File: config.mk
export PLATFORM = sky130hd
export DESIGN_NAME = ternary_neuron_acc_flat
export DESIGN_NICKNAME = d
export VERILOG_FILES = /design/src/rtl/ternary_neuron_acc_pkg.sv /design/src/rtl/ternary_neuron_acc_if.sv /design/src/rtl/ternary_neuron_acc_act.sv /design/src/rtl/ternary_neuron_acc.sv /design/src/flat_wrapper.sv
export SDC_FILE = /design/constraint.sdc
export NUM_CORES = 1
export LEC_CHECK = 0
export ABC_AREA = 0
export CAP_MARGIN = 5
export CORE_ASPECT_RATIO = 1.25
export CORE_MARGIN = 3
export CORE_UTILIZATION = 50
export DETAILED_ROUTE_END_ITERATION = 8
export GPL_TIMING_DRIVEN = 0
export HOLD_SLACK_MARGIN = 0.15
export PLACE_DENSITY_LB_ADDON = 0.1
export SYNTH_ARGS = -nofsm -noshare
export SYNTH_HDL_FRONTEND = slang
export SYNTH_SLANG_ARGS = --single-unit
File: constraint.sdc
create_clock -name clk -period 4.55 [get_ports clk]
set_input_delay 1.1375 -clock clk [delete_from_list [all_inputs] [get_ports clk]]
set_output_delay 1.1375 -clock clk [all_outputs]
set_load 0.05 [all_outputs]
File: src/rtl/ternary_neuron_acc_pkg.sv
// Shared definitions for the ternary-neuron back end.
// Contents: activation encodings, FSM state enum, and the saturating accumulate helper.
// Users: ternary_neuron_acc, tnn_ternary_act and the parallel neuron variant.
package tnn_pkg;

  localparam logic [1:0] ACT_POS  = 2'b01;
  localparam logic [1:0] ACT_ZERO = 2'b00;
  localparam logic [1:0] ACT_NEG  = 2'b11;

  // Fixed working width for sat_add. It must exceed every accumulator
  // width in use by at least one bit, so acc + d can never wrap before
  // the clamp.
  localparam int SAT_MAX_W = 32;

  typedef enum logic {
    ACCUM = 1'b0,
    DONE  = 1'b1
  } state_t;

  // Signed add, clamped to the range of an acc_w-bit two's complement value.
  function automatic logic signed [SAT_MAX_W-1:0] sat_add(
    input logic signed [SAT_MAX_W-1:0] acc,
    input logic signed [SAT_MAX_W-1:0] d,
    input int                          acc_w
  );
    logic signed [SAT_MAX_W-1:0] total;
    logic signed [SAT_MAX_W-1:0] max_v;
    logic signed [SAT_MAX_W-1:0] min_v;
    total = acc + d;
    max_v = (SAT_MAX_W'(1) << (acc_w - 1)) - 1;
    min_v = ~max_v;  // -(2^(acc_w-1))
    if (total > max_v)      sat_add = max_v;
    else if (total < min_v) sat_add = min_v;
    else                    sat_add = total;
  endfunction

endpackage

File: src/rtl/ternary_neuron_acc_if.sv
// Slice-input / activation-output bundle for ternary_neuron_acc.
// master: upstream popcount stage plus downstream consumer (drives slices, thresholds, flush, out_ready).
// slave:  the neuron accumulator (drives in_ready, chunk_idx, out_valid, out_act, out_sum).
interface ternary_neuron_acc_if #(
  parameter int PC_W  = 5,
  parameter int ACC_W = 9,
  parameter int IDX_W = 2
);
  logic                    flush;
  logic [PC_W-1:0]         pc_pos;
  logic [PC_W-1:0]         pc_neg;
  logic                    in_valid;
  logic                    in_ready;
  logic [IDX_W-1:0]        chunk_idx;
  logic signed [ACC_W-1:0] thr_hi;
  logic signed [ACC_W-1:0] thr_lo;
  logic                    out_valid;
  logic                    out_ready;
  logic [1:0]              out_act;
  logic signed [ACC_W-1:0] out_sum;

  modport master (
    output flush, pc_pos, pc_neg, in_valid, thr_hi, thr_lo, out_ready,
    input  in_ready, chunk_idx, out_valid, out_act, out_sum
  );

  modport slave (
    input  flush, pc_pos, pc_neg, in_valid, thr_hi, thr_lo, out_ready,
    output in_ready, chunk_idx, out_valid, out_act, out_sum
  );
endinterface

File: src/rtl/ternary_neuron_acc_act.sv
// Ternary threshold: sum > thr_hi gives +1, sum < thr_lo gives -1, otherwise 0 (signed compares).
// Latency: purely combinational.
// Ports: sum, thr_hi, thr_lo (signed ACC_W) in; act (2-bit ternary code) out.
module tnn_ternary_act
  import tnn_pkg::*;
#(
  parameter int ACC_W = 9
) (
  input  logic signed [ACC_W-1:0] sum,
  input  logic signed [ACC_W-1:0] thr_hi,
  input  logic signed [ACC_W-1:0] thr_lo,
  output logic [1:0]              act
);

  always_comb begin
    act = ACT_ZERO;
    if (sum > thr_hi)      act = ACT_POS;
    else if (sum < thr_lo) act = ACT_NEG;
  end

endmodule

File: src/rtl/ternary_neuron_acc.sv
// Accumulates saturated (pc_pos - pc_neg) over N_CHUNKS slices, then emits one ternary activation.
// Latency: result valid the cycle after the last slice; one bubble after the output handshake.
// Ports: clk, rst (async active-high); bus (slave): slice valid/ready in, activation valid/ready out, flush.
module ternary_neuron_acc
  import tnn_pkg::*;
#(
  parameter int PC_W     = 5,
  parameter int N_CHUNKS = 4,
  parameter int ACC_W    = 9,
  parameter int IDX_W    = 2
) (
  input logic                 clk,
  input logic                 rst,
  ternary_neuron_acc_if.slave bus
);

  state_t                  state, state_nxt;
  logic signed [ACC_W-1:0] acc;
  logic signed [ACC_W-1:0] acc_next;
  logic signed [PC_W:0]    delta;
  logic [IDX_W-1:0]        idx;
  logic [1:0]              act_q;
  logic [1:0]              act_nxt;
  logic signed [ACC_W-1:0] sum_q;
  logic                    xfer;
  logic                    last;

  // Both popcounts are zero-extended so the full 0..2^PC_W-1 range survives.
  assign delta    = signed'({1'b0, bus.pc_pos}) - signed'({1'b0, bus.pc_neg});
  assign acc_next = ACC_W'(sat_add(SAT_MAX_W'(acc), SAT_MAX_W'(delta), ACC_W));

  // Acceptance is derived from state, not from in_ready, to keep the
  // handshake free of combinational feedback through the interface.
  assign xfer = bus.in_valid && (state == ACCUM);
  assign last = (idx == IDX_W'(N_CHUNKS - 1));

  tnn_ternary_act #(.ACC_W(ACC_W)) u_act (
    .sum    (acc_next),
    .thr_hi (bus.thr_hi),
    .thr_lo (bus.thr_lo),
    .act    (act_nxt)
  );

  always_ff @(posedge clk or posedge rst) begin
    if (rst) state <= ACCUM;
    else     state <= state_nxt;
  end

  always_comb begin
    state_nxt     = state;
    bus.in_ready  = 1'b0;
    bus.out_valid = 1'b0;
    case (state)
      ACCUM: begin
        bus.in_ready = 1'b1;
        if (xfer && last) state_nxt = DONE;
      end
      DONE: begin
        bus.out_valid = 1'b1;
        if (bus.out_ready) state_nxt = ACCUM;
      end
      default: state_nxt = ACCUM;
    endcase
    // Abort wins over any transfer or pending result this cycle.
    if (bus.flush) state_nxt = ACCUM;
  end

  always_ff @(posedge clk or posedge rst) begin
    if (rst) begin
      acc   <= '0;
      idx   <= '0;
      act_q <= ACT_ZERO;
      sum_q <= '0;
    end else if (bus.flush) begin
      acc <= '0;
      idx <= '0;
    end else if (xfer) begin
      if (last) begin
        sum_q <= acc_next;
        act_q <= act_nxt;
        acc   <= '0;
        idx   <= '0;
      end else begin
        acc <= acc_next;
        idx <= idx + IDX_W'(1);
      end
    end
  end

  assign bus.chunk_idx = idx;
  assign bus.out_act   = act_q;
  assign bus.out_sum   = sum_q;

endmodule

File: src/flat_wrapper.sv
// flat-port wrapper written by rule: the top's interface ports become plain ports
module ternary_neuron_acc_flat import tnn_pkg::*;
#(
  parameter int PC_W     = 5,
  parameter int N_CHUNKS = 4,
  parameter int ACC_W    = 9,
  parameter int IDX_W    = 2
)
  (clk, rst, bus_flush, bus_pc_pos, bus_pc_neg, bus_in_valid, bus_thr_hi, bus_thr_lo, bus_out_ready, bus_in_ready, bus_chunk_idx, bus_out_valid, bus_out_act, bus_out_sum);
  ternary_neuron_acc_if #(.PC_W(PC_W), .ACC_W(ACC_W), .IDX_W(IDX_W)) bus_i ();
  input logic clk;
  input logic rst;
  input wire logic [$bits(bus_i.flush)-1:0] bus_flush;
  input wire logic [$bits(bus_i.pc_pos)-1:0] bus_pc_pos;
  input wire logic [$bits(bus_i.pc_neg)-1:0] bus_pc_neg;
  input wire logic [$bits(bus_i.in_valid)-1:0] bus_in_valid;
  input wire logic [$bits(bus_i.thr_hi)-1:0] bus_thr_hi;
  input wire logic [$bits(bus_i.thr_lo)-1:0] bus_thr_lo;
  input wire logic [$bits(bus_i.out_ready)-1:0] bus_out_ready;
  output wire logic [$bits(bus_i.in_ready)-1:0] bus_in_ready;
  output wire logic [$bits(bus_i.chunk_idx)-1:0] bus_chunk_idx;
  output wire logic [$bits(bus_i.out_valid)-1:0] bus_out_valid;
  output wire logic [$bits(bus_i.out_act)-1:0] bus_out_act;
  output wire logic [$bits(bus_i.out_sum)-1:0] bus_out_sum;
  assign bus_i.flush = bus_flush;
  assign bus_i.pc_pos = bus_pc_pos;
  assign bus_i.pc_neg = bus_pc_neg;
  assign bus_i.in_valid = bus_in_valid;
  assign bus_i.thr_hi = bus_thr_hi;
  assign bus_i.thr_lo = bus_thr_lo;
  assign bus_i.out_ready = bus_out_ready;
  assign bus_in_ready = bus_i.in_ready;
  assign bus_chunk_idx = bus_i.chunk_idx;
  assign bus_out_valid = bus_i.out_valid;
  assign bus_out_act = bus_i.out_act;
  assign bus_out_sum = bus_i.out_sum;
  ternary_neuron_acc #(.PC_W(PC_W), .N_CHUNKS(N_CHUNKS), .ACC_W(ACC_W), .IDX_W(IDX_W)) u_core (.clk(clk), .rst(rst), .bus(bus_i));
endmodule
; ---- Word-level counts from Yosys, hierarchy flattened
; Index checks and enable logic that the tools add are counted.
; W data, S select, Z words.
[word_totals]
register_bits = 23
output_inout_bits = 15
wordCells = 35
[classes]
addsub = 3
magnitude_cmp = 4
n_eq_ne = 1
n_mux = 16
bitwise = 2
reduce_logical = 4
[op_table]
columns = op, count
row1 = $mux W9, 5
row2 = $add A9 B6 Y10, 1
row3 = $gt A10 B9 Y1 const B, 1
row4 = $lt A10 B9 Y1 const B, 1
row5 = $mux W2, 5
row6 = $gt A9 B9 Y1, 1
row7 = $lt A9 B9 Y1, 1
row8 = $sub A5 B5 Y6, 1
row9 = $mux W1, 5
row10 = $reduce_and A3 Y1, 1
row11 = $add A2 B1 Y2 const B, 1
row12 = $eq A2 B2 Y1 const B, 1
row13 = $logic_and A1 B1 Y1, 2
row14 = $not A1 Y1, 2
row15 = $pmux W1 S2, 1
row16 = $reduce_bool A2 Y1, 1

; ---- Logic depth before layout (Yosys ltp)
[logic_depth]
word_depth = 8
depth_mapped = 24
ltp_nobuf = 22

; ---- Modules after synthesis
; A second synthesis with hierarchy kept.
[unflattened]
hier_cells = 240
area_unflattened_um2 = 2210.9
[modules_own_cells]
columns = module, n_inst, cells_per_inst, area_per_inst_um2
row1 = ternary_neuron_acc, 1, 173, 1709.1
row2 = tnn_ternary_act, 1, 67, 501.7

; ---- Worst setup path after synthesis
; OpenSTA, ideal clock, no wires.
[synth_path]
path_type = input to register
from = input port bus_pc_neg[1]
to = register u_core.act_q[1], in the netlist u_core.bus.out_act[1]
arrival_ps = 5248
t_required_ps = 4455
slack_ps = -793
cell_stages = 20
n_path_buf = 1
cell_sequence = inv_1 ha_1 a21o_1 a21o_1 a21o_1 a21oi_1 ha_1 a21o_1 a2111oi_2 a21oi_1 or2_0 buf_2 maj3_2 ha_1 a21oi_1 nor2b_1 o311ai_0 a211oi_1 or2_2 o31ai_1
[synth_between]
elab_chain_len = 8
word_cells_on_any_way = 10
classes_between = 2 x add/sub / 4 x order compare / 4 x mux
[synth_lines]
columns = item, line
row1 = "start, declared", flat_wrapper.sv:15  ; input wire logic [$bits(bus_i.pc_neg)-1:0] bus_pc_neg;
row2 = $sub A5 B5 Y6 *, ternary_neuron_acc.sv:29  ; assign delta = signed'({1'b0, bus.pc_pos}) - signed'({1'b0, bus.pc_neg});
row3 = $add A9 B6 Y10 *, ternary_neuron_acc_pkg.sv:29  ; total = acc + d;
row4 = $lt A10 B9 Y1, ternary_neuron_acc_pkg.sv:33  ; else if (total < min_v) sat_add = min_v;
row5 = $mux W9, ternary_neuron_acc_pkg.sv:33
row6 = $mux W9 *, ternary_neuron_acc_pkg.sv:32  ; if (total > max_v) sat_add = max_v;
row7 = net u_core.acc_next[3], ternary_neuron_acc.sv:19  ; logic signed [ACC_W-1:0] acc_next;
row8 = $lt A9 B9 Y1, ternary_neuron_acc_act.sv:18  ; else if (sum < thr_lo) act = ACT_NEG;
row9 = $mux W2, ternary_neuron_acc_act.sv:18
row10 = $mux W2 *, ternary_neuron_acc_act.sv:17  ; if (sum > thr_hi) act = ACT_POS;
row11 = "end signal, assigned", ternary_neuron_acc.sv:80  ; act_q <= act_nxt;
row12 = "end, declared", ternary_neuron_acc.sv:22  ; logic [1:0] act_q;
; Mark *: on every way through the listed nets, which the timed path passes. The rest lies on a longest branch.
; A chain may end at the register's enable or synchronous reset.

; ---- Worst setup path in the final report
; Same ends and word-level chain as after synthesis.

==> impl_metrics.env <==
export IMPL_peakVddDrop_uv=544.6
export IMPL_regArea_sq_um=575.6
export IMPL_relSlewSlack_pct=40.54
export IMPL_routed_via_density=5.662
export IMPL_regToRegEndpoint="u_core.bus.out_act[1]"
export IMPL_status="finished, violations left"
export IMPL_rows=25
export IMPL_nNetsFinal=366
export IMPL_synth_top_area_share_pct=27.79
export IMPL_min_path_type="reg2reg"
export IMPL_fin_tns_setup_ns=-0.6758
export IMPL_powerDensity_nw_per_um2=777.2
export IMPL_io_pins=48
export IMPL_ys_warn_count=0
export IMPL_critPathArrivalTime_ns=5.08
export IMPL_wl_per_cell_um=16.39
export IMPL_max_cap_violations=0
export IMPL_grt_overflow=0
export IMPL_drtPass1Iterations=4
export IMPL_synth_area_sq_um=2071
export IMPL_synth_edf_count=0
export IMPL_cts_tree="yes"
export IMPL_rsz0062_at_grt="true"
export IMPL_synth_largest_area_cell="dfrtp_1"
export IMPL_crit_cells=19
export IMPL_ys_top_cells_by_area="dfrtp_1, ha_1, inv_1"
export IMPL_clkSlewWorstSetupHoldPaths_ns=0.08
export IMPL_die_h_um=77.95
export IMPL_final_hold_viol_count=0
export IMPL_start_kind="input port"
export IMPL_netlist_instances=230
export IMPL_cts_root_buffer="clkbuf_8"
export IMPL_drv_slew=0
export IMPL_dpl_hpwl_um=4121
export IMPL_cp_required_ns=4.73
export IMPL_finalPower_mw=2.471
export IMPL_ys_types=49
export IMPL_ys_flop_type="dfrtp_1"
export IMPL_portBuffers=47
export IMPL_syn_nets=297
export IMPL_syn_to_final_growth_pct=53.53
export IMPL_cp_endpoint="u_core.bus.out_act[1]"
export IMPL_clockBufferDepth=2
export IMPL_crit_family="compound AO/OA/AOI/OAI gates"
export IMPL_grt_use_total_pct=22.88
export IMPL_wirelength_um=5770
export IMPL_max_stage_delay_ns=0.40
export IMPL_htree_num_levels=1
export IMPL_syn_area_per_cell_sq_um=9.003
export IMPL_n_fill_cell=252
export IMPL_detail_route_antenna_nets=0
export IMPL_finalCritPeriodShare_pct=107.7
export IMPL_diodes=0
export IMPL_postPlaceCellArea_sq_um=2783
export IMPL_crit_fanout=8
export IMPL_dp_cells=331
export IMPL_worst_pin_slew_ns=0.8909
export IMPL_antenna_found_initial=0
export IMPL_drt_iter0_drc=74
export IMPL_max_clock_freq_mhz=204.1
export IMPL_coreArea_sq_um=3879
export IMPL_final_cell_count_no_fill=352
export IMPL_violations="negative setup slack"
export IMPL_fin_skew_ns=0.002892
export IMPL_yosys_register_bits=23
export IMPL_final_area_sq_um=3179
export IMPL_yosysMostFrequentCell="inv_1"
export IMPL_numCtsBuffers=3
export IMPL_rrSetupSlack_ns=0.85
export IMPL_leakagePower_nw=1.424
export IMPL_grt_max_degree=24
export IMPL_rr_startpoint="u_core.acc[0]"
export IMPL_startpoint="bus_pc_neg[1]"
export IMPL_synthTopCellsByCount="inv_1, ha_1, dfrtp_1, nand2_1, a21oi_1"
export IMPL_gp_congestion=0.8384
export IMPL_r2r_cells=14
export IMPL_end_kind="register"
export IMPL_period_minus_slack_ns=4.900
export IMPL_seq_area_frac_synth_pct=27.79
export IMPL_drc_errors=0
export IMPL_slowest_stage="maj3_2"
export IMPL_cts_sinks=23
export IMPL_setup_ws_ns=-0.3499
export IMPL_path_buf_inv=3
export IMPL_grt_pass1_vias=2020
export IMPL_setup_violations=2
export IMPL_crit_type="in2reg"
export IMPL_vias=1993
export IMPL_die_area_sq_um=4955
export IMPL_die_x_um=63.56
export IMPL_worstSkewPairLatency_ns=0.26
export IMPL_ys_async_sr_fraction_pct=100.0
export IMPL_multiInputGateArea_sq_um=1712
export IMPL_drive_gt1_share_pct=29.53
export IMPL_initial_core_util_pct=53.39
export IMPL_grt_pass1_wl_um=9190
export IMPL_worstPathCellList="buf_12 -> inv_16 -> ha_4 -> a21o_1 -> a21o_1 -> a21o_1 -> a21oi_4 -> buf_6 -> ha_4 -> a211o_1 -> a211oi_4 -> o221ai_4 -> maj3_2 -> ha_4 -> nand4_1 -> o32ai_4 -> o21ai_2 -> or2_4 -> o31ai_2"
export IMPL_ctsHoldBuffers=0
## worst min path at each step
stage / slack, ns / from / to / cells past startpoint
final: 0.50 / u_core.acc[0] / u_core.acc[0] / 2
after detailed placement: 0.49 / u_core.acc[0] / u_core.acc[0] / 2
after global routing: 0.53 / u_core.bus.out_sum[4] / u_core.bus.out_sum[4] / 1
after CTS: 0.51 / u_core.acc[0] / u_core.acc[0] / 2
after floorplan: 0.45 / u_core.acc[7] / u_core.acc[7] / 2
after global placement: 0.47 / u_core.acc[7] / u_core.acc[7] / 2
## flip-flops by register name, summed over array words and instances (netlist names)
| name | cells |
|---|---|
| u_core.bus.out_act | 2 |
| u_core.bus.chunk_idx | 2 |
| u_core.acc | 9 |
| u_core.state | 1 |
| u_core.bus.out_sum | 9 |
## stage by stage
stage	setup WS, ns	util, %	hold WS [ns]
after global placement	-1.355	71.74	0.4676
after floorplan	-0.2923	-	0.4538
final	-0.3499	81.97	0.5044
after global routing	-0.5475	81.97	0.5333
after CTS	-0.3921	79.16	0.5066
after detailed placement	-1.394	71.74	0.4879
## logic make-up (layout without fill, tap and decap cells)
logic type	after synthesis	after routing	share of synthesized area [%]
compound gates	66	66	22.36
simple gates	51	51	12.09
fa+ha+maj	40	40	24.41
buf+inv	37	105	6.828
flops	23	23	27.79
xor+xnor	7	7	2.961
mux	6	6	3.565
## layer usage
| metal | part of all wire [%] | global-route usage [%] |
|---|---|---|
| met3 | 4.0 | 1.881 |
| met5 | 0 | 0 |
| met2 | 54 | 41.80 |
| met1 | 39 | 26.98 |
| met4 | 2.6 | 9.719 |
## worst reg2reg max path, delay by kind of cell (launching register included)
| family | cells | cell delay [ns] |
|---|---|---|
| buf+inv | 1 | 0.11 |
| compound gates | 6 | 1.37 |
| fa+ha+maj | 4 | 1.24 |
| flops | 1 | 0.39 |
| simple gates | 3 | 0.52 |
## timing repair
item / CTS / global route
buffers inserted: 12 / 6
pin swaps: 25 / 26
setup endpoints to repair: 4 / 2
resized for setup: 54 / 19
## final cells by class
cell class,count,area share [%]
buffer,2,0.4723
clock buffer,4,1.417
timing repair buffer,65,19.28
multi-input combinational,170,53.84
tap,54,2.125
inverter,34,4.762
sequential,23,18.10
## cells in the final DEF, fill, tap and decap left out, types with 9 or more instances in the layout
cell type and count:
clkdlybuf4s50_1 39, inv_1 26, dfrtp_1 23, nand2_1 19, ha_1 17, buf_4 16, ha_4 15, o21ai_0 11
a21o_1 10, nor2_1 9
## power by group
part	switching [mW]	total [mW]	internal, mW
Sequential	0.0580	0.336	0.278
Combinational	1.08	2.01	0.932
Clock	0.0647	0.127	0.0624
Total	1.20	2.47	1.27
(Power assumes the default switching activity.)
